<file path="src/rtl/bsg_mem_1r1w_sync_fifo_ctrl.sv">
// FIFO controller that sequences an external 1R1W synchronous-read RAM and hides its read latency
// behind a 2-entry head/skid output buffer. Optional checker: BSG_MEM_1R1W_SYNC_FIFO_CTRL_CHECK_EN.
module bsg_mem_1r1w_sync_fifo_ctrl #(
    parameter int width_p = 8,
    parameter int els_p   = 4,
    localparam int addr_width_lp = (els_p > 1) ? $clog2(els_p) : 1,
    localparam int cnt_width_lp  = $clog2(els_p + 3)
) (
    input  logic                     clk_i,
    input  logic                     reset_i,
    input  logic                     v_i,
    input  logic [width_p-1:0]       data_i,
    output logic                     ready_o,
    output logic                     v_o,
    output logic [width_p-1:0]       data_o,
    input  logic                     yumi_i,
    output logic [cnt_width_lp-1:0]  count_o,
    output logic                     mem_w_v_o,
    output logic [addr_width_lp-1:0] mem_w_addr_o,
    output logic [width_p-1:0]       mem_w_data_o,
    output logic                     mem_r_v_o,
    output logic [addr_width_lp-1:0] mem_r_addr_o,
    input  logic [width_p-1:0]       mem_r_data_i
);

    localparam logic [addr_width_lp-1:0] last_ptr_lp = addr_width_lp'(els_p - 1);
    localparam logic [cnt_width_lp-1:0]  els_cnt_lp  = cnt_width_lp'(els_p);

    logic [addr_width_lp-1:0] wptr_q, wptr_d, rptr_q, rptr_d;
    logic [cnt_width_lp-1:0]  ram_cnt_q, ram_cnt_d, count_q, count_d;
    logic                     rd_inflight_q, rd_inflight_d;
    logic                     head_v_q, head_v_d, skid_v_q, skid_v_d;
    logic [width_p-1:0]       head_data_q, head_data_d, skid_data_q, skid_data_d;

    logic       enq, deq, rd_issue;
    logic [1:0] obuf_cnt_next;

    // ready_o looks only at committed RAM occupancy, never at this cycle's read issue.
    assign ready_o       = (ram_cnt_q < els_cnt_lp);
    assign enq           = v_i & ready_o;
    assign deq           = yumi_i & head_v_q;
    assign obuf_cnt_next = 2'(head_v_q) + 2'(skid_v_q) - 2'(deq);
    assign rd_issue      = (ram_cnt_q != '0) && ((obuf_cnt_next + 2'(rd_inflight_q)) < 2'd2);

    assign mem_w_v_o    = enq;
    assign mem_w_addr_o = wptr_q;
    assign mem_w_data_o = data_i;
    assign mem_r_v_o    = rd_issue;
    assign mem_r_addr_o = rptr_q;
    assign v_o          = head_v_q;
    assign data_o       = head_data_q;
    assign count_o      = count_q;

    always_comb begin
        wptr_d        = wptr_q;
        rptr_d        = rptr_q;
        ram_cnt_d     = ram_cnt_q + cnt_width_lp'(enq) - cnt_width_lp'(rd_issue);
        count_d       = count_q + cnt_width_lp'(enq) - cnt_width_lp'(deq);
        rd_inflight_d = rd_issue;
        head_v_d      = head_v_q;
        skid_v_d      = skid_v_q;
        head_data_d   = head_data_q;
        skid_data_d   = skid_data_q;

        if (enq) wptr_d = (wptr_q == last_ptr_lp) ? '0 : wptr_q + addr_width_lp'(1);
        if (rd_issue) rptr_d = (rptr_q == last_ptr_lp) ? '0 : rptr_q + addr_width_lp'(1);

        // Pop first, then land returning RAM data in the first free slot so order is kept.
        if (deq) begin
            head_v_d    = skid_v_q;
            head_data_d = skid_data_q;
            skid_v_d    = 1'b0;
        end
        if (rd_inflight_q) begin
            if (!head_v_d) begin
                head_v_d    = 1'b1;
                head_data_d = mem_r_data_i;
            end else begin
                skid_v_d    = 1'b1;
                skid_data_d = mem_r_data_i;
            end
        end
    end

    always_ff @(posedge clk_i or posedge reset_i) begin
        if (reset_i) begin
            wptr_q        <= '0;
            rptr_q        <= '0;
            ram_cnt_q     <= '0;
            count_q       <= '0;
            rd_inflight_q <= 1'b0;
            head_v_q      <= 1'b0;
            skid_v_q      <= 1'b0;
        end else begin
            wptr_q        <= wptr_d;
            rptr_q        <= rptr_d;
            ram_cnt_q     <= ram_cnt_d;
            count_q       <= count_d;
            rd_inflight_q <= rd_inflight_d;
            head_v_q      <= head_v_d;
            skid_v_q      <= skid_v_d;
        end
    end

    always_ff @(posedge clk_i) begin
        head_data_q <= head_data_d;
        skid_data_q <= skid_data_d;
    end

`ifdef BSG_MEM_1R1W_SYNC_FIFO_CTRL_CHECK_EN
    always_ff @(posedge clk_i) begin
        if (!reset_i) begin
            assert (!(yumi_i && !head_v_q))
                else $error("%m: yumi_i asserted while v_o=0");
            assert (ram_cnt_q <= els_cnt_lp)
                else $error("%m: ram_cnt %0d exceeds els_p", ram_cnt_q);
            assert (count_q == ram_cnt_q + cnt_width_lp'(rd_inflight_q)
                               + cnt_width_lp'(head_v_q) + cnt_width_lp'(skid_v_q))
                else $error("%m: count_o %0d inconsistent with internal occupancy", count_q);
            assert ((wptr_q <= last_ptr_lp) && (rptr_q <= last_ptr_lp))
                else $error("%m: pointer out of range w=%0d r=%0d", wptr_q, rptr_q);
        end
    end
`else
`endif

endmodule

</file>
<file path="config.mk">
export PLATFORM = sky130hd
export DESIGN_NAME = bsg_mem_1r1w_sync_fifo_ctrl
export DESIGN_NICKNAME = d
export VERILOG_FILES = /design/src/rtl/bsg_mem_1r1w_sync_fifo_ctrl.sv
export SDC_FILE = /design/constraint.sdc
export NUM_CORES = 1
export LEC_CHECK = 0
export ABC_AREA = 1
export BUFFER_PORTS_ARGS = -buffer_cell sky130_fd_sc_hd__buf_2
export CORE_MARGIN = 1
export CORE_UTILIZATION = 53
export CTS_CLUSTER_SIZE = 8
export DETAILED_ROUTE_END_ITERATION = 10
export GPL_ROUTABILITY_DRIVEN = 0
export PLACE_DENSITY = 0.9
export SYNTH_ARGS = -nofsm -noshare
export SYNTH_HDL_FRONTEND = slang
export SYNTH_SLANG_ARGS = --single-unit
</file>
<file path="constraint.sdc">
create_clock -name clk_i -period 4.17 [get_ports clk_i]
set_input_delay 0.417 -clock clk_i [delete_from_list [all_inputs] [get_ports clk_i]]
set_output_delay 0.417 -clock clk_i [all_outputs]
set_load 0.02 [all_outputs]
</file>
## Word-level counts from Yosys, hierarchy flattened

Index checks and enable logic that the tools add are counted.

- Bits in registers: 29
- Word-level logic and storage cells: 37

- Add/subtract/negate cells: 9
- $lt $le $gt $ge: 2
- Equal/unequal tests: 2
- Mux-type cells: 10
- Bitwise gates (word level): 2
- Reductions and logical operators: 3

Operator list:

| kind | count |
|---|---|
| 2-to-1 mux 8 bit | 3 |
| adder 3 x 1 -> 3 bit | 2 |
| subtractor 3 x 1 -> 3 bit | 2 |
| 2-to-1 mux 1 bit | 5 |
| adder 2 x 1 -> 2 bit (second input constant) | 2 |
| == test 2 bit (second input constant) | 2 |
| 2-to-1 mux 2 bit | 2 |
| < comparator 3 bit (second input constant) | 1 |
| nonzero test 3 bit | 1 |
| adder 1 x 1 -> 2 bit | 1 |
| adder 2 x 1 -> 2 bit | 1 |
| bitwise AND 1 bit | 2 |
| < comparator 2 bit (second input constant) | 1 |
| AND reduction 2 bit | 1 |
| subtractor 2 x 1 -> 2 bit | 1 |
| logical AND 1 bit | 1 |

## Depth between registers and ports, before layout

Gate-level depths: netlist (run 1).

- Depth in word-level cells: 6
- Gate-level depth with buffers: 17

## Worst setup path after synthesis (run 1)

Ideal clock, no wire load.

- Path type: reg2reg
- Start: register head_v_q, in the netlist v_o
- End: register ram_cnt_q[2]
- Setup time: 0.129 ns
- Arrival time: 2.827 ns
- Path slack: 1.214 ns
- Cell stages (with the launch flop): 18
- Period minus slack after synthesis: 2.956 ns
- Cells stage by stage: dfrtp_1 nand2_4 inv_6 ha_1 inv_1 ha_1 nand2_1 nand2_1 nand2_2 nand3_2 inv_1 ha_1 inv_1 ha_1 inv_1 fa_1 xnor2_1 xor2_1

- Longest elaborated chain between the ends: 6
- Elaborated cells on any way between the ends: 7

RTL lines:

| what | line | RTL |
|---|---|---|
| from (decl) | 32 | `logic head_v_q, head_v_d, skid_v_q, skid_v_d;` |
| from (signal assigned) | 100 | `head_v_q <= head_v_d;` |
| adder 1 x 1 -> 2 bit / bitwise AND 1 bit (equally long branches) | 42, 41 |  |
| subtractor 2 x 1 -> 2 bit (*) | 42 | `assign obuf_cnt_next = 2'(head_v_q) + 2'(skid_v_q) - 2'(deq);` |
| adder 2 x 1 -> 2 bit (*) | 43 | `assign rd_issue = (ram_cnt_q != '0) && ((obuf_cnt_next + 2'(rd_inflight_q)) < 2'd2);` |
| < comparator 2 bit (*) | 43 |  |
| logical AND 1 bit (*) | 43 |  |
| net mem_r_v_o | 21 | `output logic mem_r_v_o,` |
| subtractor 3 x 1 -> 3 bit (*) | 57 | `ram_cnt_d = ram_cnt_q + cnt_width_lp'(enq) - cnt_width_lp'(rd_issue);` |
| net ram_cnt_d[2] | 30 | `logic [cnt_width_lp-1:0] ram_cnt_q, ram_cnt_d, count_q, count_d;` |
| to (signal assigned) | 97 | `ram_cnt_q <= ram_cnt_d;` |
| to (decl) | 30 |  |

Mark *: on every way through the listed nets, which the timed path passes. The rest lies on a longest branch.
A chain may end at the register's enable or synchronous reset.

## Final worst setup path (run 1)

- Start: register rd_inflight_q
- End: register ram_cnt_q[2]

- Longest elaborated chain between the ends: 4

RTL lines:

| what | line | RTL |
|---|---|---|
| from (decl) | 31 | `logic rd_inflight_q, rd_inflight_d;` |
| from (signal assigned) | 99 | `rd_inflight_q <= rd_inflight_d;` |
| adder 2 x 1 -> 2 bit | 43 |  |
| < comparator 2 bit | 43 |  |
| logical AND 1 bit | 43 |  |
| subtractor 3 x 1 -> 3 bit | 57 |  |
| net ram_cnt_d[2] | 30 |  |

The timed path passes the listed nets, and every way through them passes these cells.

==> flow_summary.ini, run 1 <==
[critical_path]
cpMaxStageDelayCell = dfrtp_1
crit_required_ps = 4410
critPathMaxStageDelay_ps = 610
cpLargestDelayFamily = adder cells
start_kind = flip-flop
arrival_ps = 3360
crit_fanout = 10
crit_path_frequent_cell = inv_1
path_cells = inv_1 -> ha_1 -> inv_1 -> ha_1 -> nand2_1 -> nand2_1 -> nand2_2 -> nand3_2 -> inv_1 -> ha_1 -> inv_1 -> ha_1 -> inv_1 -> fa_1 -> xnor2_1 -> xor2_1
cp-end-kind = flip-flop
critical_path_buf_inv_count = 5
regToRegStartpoint = rd_inflight_q
worstSetupPathType = reg -> reg
cp-startpoint = rd_inflight_q

[cts]
cts_setup_buffers = 0
clock-root-buffer = clkbuf_4
cts_num_sinks = 29
cts_tree = done
clk_pin_slew_ps = 90
ctsHoldBuffers = 0
cts-buffers-inserted = 5
cts_resized = 0
clkLatencyLatePin_ps = 310
htreeDepth = 2
clockBufferDepth = 2

[floorplan]
num_rows = 18
design.die.area_um2 = 2800
ios = 47
initial_utilization_pct = 56.0
die_w_um = 52.9
coreArea_um2 = 2450
die_height_um = 52.9

[timing]
tightest_slew_ps = 713
hold_viol_final = 0
max_freq_mhz = 321
slew_violations = 0
finalSetupTns_ps = 0
post-route-period-util_pct = 74.6
fin_worst_skew_ps = 9.57
hold_ws_ps = 109
period_minus_slack_ps = 3110
slew_headroom_pct = 52.3
setup_viol = 0
rsz0062_at_grt = false

[synth]
seq_area_frac_synth_pct = 52.8
synth_top_area_cell = dfrtp_1
ys_seq_elements = 29
syn_area_per_cell_um2 = 9.47
synth_nets = 175
synth.distinct_cells = 22
yosysWarnings = 0
synth_cells = 145
netlist_area_um2 = 1370
synth_top_area_share_pct = 23.7
netlist_top_cells_area = dfrtp_1 24%, edfxtp_1 17%, nand2_1 14%

[place]
placed_cells = 195
dp.final_hpwl_um = 1940
io_buffers = 30

[grt]
grt_pass1_vias = 917
grt_overflow = 0
grt_pass1_wl_um = 4080
grt_start_max_net_pins = 14
grt.total_usage_pct = 21.5
antenna_found_initial = 0

[detailed_routing]
ant_nets = 0
wirelength_um = 2640
drtIter0Drc = 54
vias = 1055
drc = 0
routed_via_density = 5.20
wl_per_cell_um = 13.0
first_pass_iters = 4

[status]
status = finished, final reports clean

[power]
ir_worst_vdd_mv = 0.614
total_power_w = 0.00144
leakagePower_nw = 0.821
powerDensity_nw_per_um2 = 935

[final_layout]
final_cells = 203
n_antenna_cell = 0
drive_above_1_share_pct = 25.4
nNetsFinal = 202
syn_to_final_growth_pct = 11.9

[flow_run]
max-cap-violations = 0

[hold_path]
hp-class = in -> async
==> Yosys cell counts <==
master	count
nand2_1	53
inv_1	14
nand2_2	3
inv_6	1
buf_4	9
buf_2	1
ha_1	8
inv_2	2
o21ai_0	1
nand3_2	2
fa_1	2
edfxtp_1	8
nand3_1	8
o22ai_1	1
dfrtp_1	13
xnor2_1	3
o21a_1	1
dfxtp_1	8
nor2_1	3
nand2_4	1
xor2_1	1
nand4_1	2
==> cells by family after synthesis <==
| group | count (synthesis) | synth area share, % |
|---|---|---|
| AO/OA/AOI/OAI | 3 | 1.37 |
| buffers and inverters | 27 | 10.3 |
| flip-flops | 29 | 52.8 |
| AND/OR/NAND/NOR | 72 | 22.8 |
| adder cells (fa/ha/maj) | 10 | 10.2 |
| XOR/XNOR | 4 | 2.55 |
==> power breakdown <==
group / internal, W / switching, W
Sequential: 0.000439 / 0.0000975
Combinational: 0.000265 / 0.000484
Clock: 0.0000671 / 0.0000859
Total: 0.000771 / 0.000667
==> flip-flops by register name, indices dropped and copies added (netlist names) <==
register / cells
ram_cnt_q: 3
count_o: 3
skid_data_q: 8
mem_r_addr_o: 2
v_o: 1
skid_v_q: 1
rd_inflight_q: 1
mem_w_addr_o: 2
data_o: 8
==> worst register-to-register path, stage by stage (launching register included) <==
cell     delay [ps]
dfrtp_1         610
inv_1           180
ha_1            320
inv_1            40
ha_1            260
nand2_1          90
nand2_1          80
nand2_2          90
nand3_2          80
inv_1           100
ha_1            230
inv_1            60
ha_1            130
inv_1            40
fa_1            380
xnor2_1         200
xor2_1          160
==> layer usage <==
metal  track usage (%)  vias up  part of all wire [%]
li1                  -      501                     -
met1              26.2      492                    40
met2              34.0       54                    50
met3              9.77        8                   7.9
met4              6.58        0                   1.6
met5                 0        -                     0
==> final cells by class <==
type | count | area, um2
multi-input cells | 89 | 507
fillers | 198 | 917
repair buffers | 30 | 150
flip-flops and latches | 29 | 726
clock buffers | 8 | 48.8
inverters | 17 | 68.8
well taps | 30 | 37.5
==> worst paths after layout <==
check	to	slack, ps	cells after the start
max in group asynchronous	count_o[0]	3730	2
hold / removal	rd_inflight_q	110	2
setup reg to reg	ram_cnt_q[2]	1060	16
setup / recovery	ram_cnt_q[2]	1060	16
min in group clk_i	skid_data_q[1]	290	1
hold reg to reg	mem_w_addr_o[1]	520	2
==> cells in the final DEF, fill, tap and decap left out, drive strengths merged <==
master	n
nand2	57
buf	30
inv	17
dfrtp	13
nand3	10
ha	8
dfxtp	8
edfxtp	8
clkbuf	8
nor2	3
xnor2	3
nand4	2
fa	2
xor2	1
o22ai	1
o21ai	1
o21a	1
==> metrics by stage <==
stage / worst slack (ps) / utilization (%) / instance area (um2)
floorplan: 1210 / - / 1370
global placement: 1290 / 60.7 / 1490
detailed placement: 1150 / 60.7 / 1490
CTS: 1130 / 62.6 / 1540
global route: 932 / 62.6 / 1540
finish: 1060 / 62.6 / 1540
Power figures use the tool's default switching activity.
==> inputs of run 2 (changes only) <==
--- a/config.mk
+++ b/config.mk
@@ -5,14 +5,14 @@
 export SDC_FILE = /design/constraint.sdc
 export NUM_CORES = 1
 export LEC_CHECK = 0
-export ABC_AREA = 1
+export ABC_AREA = 0
 export BUFFER_PORTS_ARGS = -buffer_cell sky130_fd_sc_hd__buf_2
 export CORE_MARGIN = 1
-export CORE_UTILIZATION = 53
+export CORE_UTILIZATION = 44
 export CTS_CLUSTER_SIZE = 8
 export DETAILED_ROUTE_END_ITERATION = 10
 export GPL_ROUTABILITY_DRIVEN = 0
-export PLACE_DENSITY = 0.9
+export PLACE_DENSITY = 0.8
 export SYNTH_ARGS = -nofsm -noshare
 export SYNTH_HDL_FRONTEND = slang
 export SYNTH_SLANG_ARGS = --single-unit
==> constraint.sdc (replaced) <==
create_clock -name clk_i -period 2.65 [get_ports clk_i]
set_input_delay 0.265 -clock clk_i [delete_from_list [all_inputs] [get_ports clk_i]]
set_output_delay 0.265 -clock clk_i [all_outputs]
set_load 0.02 [all_outputs]
==> run 2 against run 1 <==
- the flow now finishes with violations (DRC)
- sequential share of layout area fell by 3.7 points
- critical path depth fell by 1
- cell count fell by 18%
- total power rose by 81%
- count of clock-buffer cells in the layout fell by 2
- clock skew fell by 8.2 ps
- flip-flop and latch count did not move
- combinational power rose by 110%
- worst setup slack got worse by 1000 ps
- sequential power rose by 52%
==> flow_summary.ini, run 2 <==
[timing]
finalSetupTns_ps = 0
setup_viol = 0
rsz0062_at_grt = true
post-route-period-util_pct = 98.2
slew_headroom_pct = 51.8
slew_violations = 0
fin_worst_skew_ps = 1.32
period_minus_slack_ps = 2600
max_freq_mhz = 384
tightest_slew_ps = 721
hold_viol_final = 0

[detailed_routing]
drtIter0Drc = 12
wl_met2_um = 1100
wl_met1_um = 906
wl_per_cell_um = 13.2
vias = 801
wirelength_um = 2210
drc = 3
routed.top_layer = met4
first_pass_iters = 7
routed-wl-met3_um = 123
ant_nets = 0
routed_via_density = 4.80

[critical_path]
cp-startpoint = v_o
worstSetupPathType = reg -> reg
arrival_ps = 2820
crit_fanout = 2
start_kind = flip-flop
r2r_end = ram_cnt_q[2]
regToRegStartpoint = v_o
cp-endpoint = ram_cnt_q[2]
cpMaxStageDelayCell = dfrtp_2
reg2reg_depth = 15
crit_path_frequent_cell = ha_4
cp-end-kind = flip-flop
critPathMaxStageDelay_ps = 430
crit_required_ps = 2870
regToRegSetupSlack_ps = 50
path_cells = nand2_4 -> inv_4 -> ha_4 -> inv_2 -> ha_4 -> a21oi_4 -> xnor2_2 -> nor2_4 -> ha_4 -> inv_2 -> ha_4 -> inv_2 -> fa_2 -> xnor2_2 -> xnor2_1

[synth]
synth_ff_type = dfrtp_1
ys_seq_elements = 29
yosysWarnings = 0
synthTopCellsByCount = 13 x dfrtp_1, 13 x inv_1, 12 x mux2_1
synth.distinct_cells = 20
postSynth.asyncResetShare_pct = 44.8
netlist_top_cells_area = dfrtp_1 24%, edfxtp_1 18%, dfxtp_1 12%
synth_edf_count = 8
synth_nets = 130
synth_cells = 100
syn_area_per_cell_um2 = 13.6
netlist_area_um2 = 1360
synth_top_area_cell = dfrtp_1
seq_area_frac_synth_pct = 53.6
synth_top_area_share_pct = 24.0

[floorplan]
coreArea_um2 = 2830
die_height_um = 57.5
initial_utilization_pct = 47.9
die_w_um = 57.5
design.die.area_um2 = 3310
num_rows = 19
ios = 47

[power]
powerDensity_nw_per_um2 = 1560
total_power_w = 0.00261
leakagePower_nw = 0.789
ir_worst_vdd_mv = 1.05

[hold_path]
holdCritStartpoint = mem_r_data_i[0]
hp-class = in -> reg

[final_layout]
layout_commonest_cell = buf_2
n_antenna_cell = 0
final_util_pct = 59.0
drive_above_1_share_pct = 49.3
final_cells = 167
layout_common_cells = 30 x buf_2, 12 x mux2_1, 12 x dfrtp_1, 10 x inv_1
syn_to_final_growth_pct = 23.3
nNetsFinal = 165

[place]
dp.final_hpwl_um = 1550
placed_cells = 157
io_buffers = 30

[cts]
cts-buffers-inserted = 5
clk_pin_slew_ps = 90
htreeDepth = 2
clock-root-buffer = clkbuf_4
cts_num_sinks = 29
cts_tree = done
clkLatencyLatePin_ps = 330
clockBufferDepth = 2

[status]
violations = DRC
status = finished, violations left

[grt]
grt_overflow = 0
grt.total_usage_pct = 15.3
grt_pass1_wl_um = 3610
antenna_found_initial = 0
grt_start_max_net_pins = 14
grt_pass1_vias = 794

[flow_run]
max-cap-violations = 0
==> run 2: cell types whose count changed in the layout (fill, tap and decap cells not counted), moves of 4 or more <==
| cell | delta |
|---|---|
| nand2_1 | -52 |
| mux2_1 | +12 |
| mux2_4 | +8 |
| nand3_1 | -8 |
| buf_4 | +5 |
| ha_1 | -4 |
| ha_4 | +4 |
| inv_1 | -4 |
==> run 2: cell type report <==
| type | instances | area (um2) |
|---|---|---|
| multi-input combinational | 49 | 601 |
| sequential | 29 | 727 |
| timing repair buffer | 36 | 198 |
| clock inverter | 2 | 10.0 |
| inverter | 14 | 55.1 |
| fill | 204 | 1160 |
| clock buffer | 6 | 41.3 |
| tap | 31 | 38.8 |
==> run 2: critical path, delay by kind of cell, from the launching register on <==
| kind | cells | cell delay [ps] |
|---|---|---|
| AOI/OAI and AO/OA | 1 | 50 |
| xor gates and xnor gates | 3 | 420 |
| adders and majority gates | 5 | 1200 |
| buffers and inverters | 4 | 160 |
| DFF | 1 | 430 |
| and+or+nand+nor | 2 | 220 |
==> run 2: through the flow <==
stage	area [um2]	worst slack, ps	hold slack (ps)
after floorplan	1400	-205	142
after global placement	1560	25.5	302
after detailed placement	1560	-20.9	320
after CTS	1640	-19.8	105
after global routing	1670	-48.7	96.0
final	1670	48.4	122
==> run 2: metal layers <==
| metal | GRT usage, % | vias up |
|---|---|---|
| met4 | 9.76 | 0 |
| met2 | 22.9 | 20 |
| met5 | 0 | - |
| li1 | - | 393 |
| met1 | 18.1 | 381 |
| met3 | 6.35 | 7 |
==> run 2: report_power, final <==
| part | switching [W] | leakage [nW] | total [W] | internal (W) |
|---|---|---|---|---|
| clock network | 0.000154 | 0.0320 | 0.000255 | 0.000101 |
| registers | 0.000128 | 0.294 | 0.000818 | 0.000690 |
| logic | 0.000768 | 0.463 | 0.00154 | 0.000767 |
| total | 0.00105 | 0.789 | 0.00261 | 0.00156 |
==> run 2: how the worst min path moves through the flow <==
stage	end	cells past startpoint
6_report	skid_data_q[0]	1
3_3_place_gp	mem_w_addr_o[1]	2
2_1_floorplan	count_o[0]	1
3_5_place_dp	mem_w_addr_o[1]	2
4_1_cts	skid_data_q[0]	1
5_1_grt	skid_data_q[0]	1
==> run 2: cells by family (layout without fill, tap and decap cells) <==
| kind of cell | Yosys count | in the layout | share of synthesized area, % |
|---|---|---|---|
| DFF | 29 | 29 | 53.6 |
| buffers and inverters | 22 | 58 | 8.31 |
| muxes | 20 | 20 | 18.8 |
| adders and majority gates | 10 | 10 | 10.3 |
| and+or+nand+nor | 10 | 10 | 3.97 |
| xor gates and xnor gates | 5 | 5 | 3.23 |
| AOI/OAI and AO/OA | 4 | 4 | 1.75 |
==> run 2: what timing repair did <==
action	CTS	global route
setup endpoints to repair	1	2
gates resized for setup	4	3
endpoints found under the hold margin	13	0
pin swaps	3	7
setup buffers	0	1
hold buffers	1	0
==> inputs of run 3 (changes only) <==
--- a/config.mk
+++ b/config.mk
@@ -7,12 +7,14 @@
 export LEC_CHECK = 0
 export ABC_AREA = 0
 export BUFFER_PORTS_ARGS = -buffer_cell sky130_fd_sc_hd__buf_2
+export CORE_ASPECT_RATIO = 1.4
 export CORE_MARGIN = 1
 export CORE_UTILIZATION = 44
 export CTS_CLUSTER_SIZE = 8
 export DETAILED_ROUTE_END_ITERATION = 10
 export GPL_ROUTABILITY_DRIVEN = 0
 export PLACE_DENSITY = 0.8
+export REMOVE_ABC_BUFFERS = 1
 export SYNTH_ARGS = -nofsm -noshare
 export SYNTH_HDL_FRONTEND = slang
 export SYNTH_SLANG_ARGS = --single-unit
==> run 3 against run 2 <==
- the flow now finishes without violations
- non-clock buffer count is 2 higher
- critical path depth stayed put
- worst setup slack lost 0.52 ps
- largest power group unchanged
- highest routed layer unchanged
==> flow_summary.ini, run 3 (synthesis results as in run 2) <==
[status]
status = finished, final reports clean

[floorplan]
coreArea_um2 = 2910
die_w_um = 48.9
initial_utilization_pct = 46.6
die_height_um = 67.7
num_rows = 23
design.die.area_um2 = 3310
ios = 47

[timing]
slew_violations = 0
post-route-period-util_pct = 98.2
tightest_slew_ps = 671
slew_headroom_pct = 55.1
period_minus_slack_ps = 2600
setup_slack_ps = 47.9
fin_worst_skew_ps = 4.73
max_freq_mhz = 384
hold_viol_final = 0
setup_viol = 0
rsz0062_at_grt = true

[cts]
cts_tree = done
clock-root-buffer = clkbuf_8
cts-buffers-inserted = 5
cts_num_sinks = 29
clkLatencyLatePin_ps = 270
htreeDepth = 2
clk_pin_slew_ps = 60
clockBufferDepth = 2

[critical_path]
arrival_ps = 2760
regToRegStartpoint = v_o
cp-end-kind = flip-flop
crit_fanout = 2
crit_required_ps = 2810
r2r_end = ram_cnt_q[2]
start_kind = flip-flop
reg2reg_depth = 15
regToRegSetupSlack_ps = 50
worstSetupPathType = reg -> reg

[final_layout]
regArea_um2 = 726
n_antenna_cell = 0
final_util_pct = 58.5
multiInputGateArea_um2 = 573
layout_commonest_cell = buf_2
fill_cells = 246
drive_above_1_share_pct = 47.8
syn_to_final_growth_pct = 25.5
nNetsFinal = 167
layout_common_cells = 30 x buf_2, 13 x dfrtp_1, 12 x mux2_1, 11 x inv_1

[place]
io_buffers = 30
dp_slack_ps = -90.5
dp.final_hpwl_um = 1740

[detailed_routing]
ant_nets = 0
drc = 0
wl_per_cell_um = 13.0
wirelength_um = 2280
vias = 845
routed_via_density = 4.83
first_pass_iters = 3
drtIter0Drc = 7

[grt]
antenna_found_initial = 0
grt_overflow = 0
grt_pass1_vias = 945
grt.total_usage_pct = 16.2
grt_pass1_wl_um = 3790
grt_start_max_net_pins = 14

[power]
powerDensity_nw_per_um2 = 1550
ir_worst_vdd_mv = 1.12
leakagePower_nw = 0.813

[hold_path]
hp-class = in -> async

[flow_run]
max-cap-violations = 0
run 3: changes by cell type in the layout (fill, tap and decap cells not counted), moves of 2 or more:
| cell | before | now |
|---|---|---|
| clkbuf_8 | 0 | 6 |
| ha_4 | 4 | 2 |
| buf_4 | 5 | 8 |
| clkinv_2 | 2 | 0 |
| clkbuf_4 | 5 | 0 |
run 3: how the worst max path moves through the flow:
| stage | from | endpoint | slack (ps) | cells past startpoint |
|---|---|---|---|---|
| 6_report | v_o | ram_cnt_q[2] | 50 | 15 |
| 4_1_cts | v_o | ram_cnt_q[2] | -30 | 15 |
| 3_3_place_gp | yumi_i | ram_cnt_q[2] | 9 | 16 |
| 2_1_floorplan | v_o | ram_cnt_q[2] | -380 | 15 |
| 3_5_place_dp | v_o | ram_cnt_q[2] | -90 | 15 |
| 5_1_grt | v_o | ram_cnt_q[2] | -70 | 15 |
run 3: report_power, final:
group,total (W),switching (W),leakage (nW),internal (W)
clock,0.000359,0.000148,0.0455,0.000211
sequential,0.000825,0.000134,0.294,0.000690
combinational,0.00146,0.000724,0.473,0.000735
total,0.00264,0.00101,0.813,0.00164
run 3: area by class of cell:
type	count	share of cell area (%)
multi-input cells	49	33.7
inverters	14	3.24
repair buffers	38	12.4
flip-flops and latches	29	42.7
well taps	37	2.72
clock buffers	8	5.30
run 3: per-layer routing:
metal,track usage [%],share of wire [%]
met5,0,0
met4,6.62,1.6
met3,8.56,8.0
met2,31.9,56
met1,13.1,34
run 3: stage by stage:
stage | total power [W] | std cells | TNS [ps] | hold WS (ps) | cell area (um2)
after CTS | 0.00264 | 175 | -34.0 | 15.2 | 1690
after detailed placement | 0.00213 | 165 | -90.5 | 314 | 1540
final | 0.00264 | 175 | 0 | 2.42 | 1700
after global routing | 0.00285 | 175 | -67.9 | 55.6 | 1700
after global placement | 0.00202 | 165 | 0 | 299 | 1540
after floorplan | 0.00171 | 92 | -620 | 142 | 1290
run 3: repair_timing:
item | in CTS | in global routing
pin swaps | 8 | 6
gates cloned | 0 | 0
resized for setup | 9 | 2
hold buffers | 0 | 0
endpoints found under the setup margin | 1 | 2
buffers inserted | 2 | 0
run 3: worst max-delay path, stage by stage (launching register included):
cell and delay, ps:
dfrtp_1 410, nand2_4 80, inv_4 40, ha_4 250, inv_2 30, ha_4 210, a21oi_4 140, xnor2_2 130
nor2_2 60, ha_1 270, inv_1 60, ha_2 160, inv_2 30, fa_2 340, xnor2_2 150, xnor2_1 130
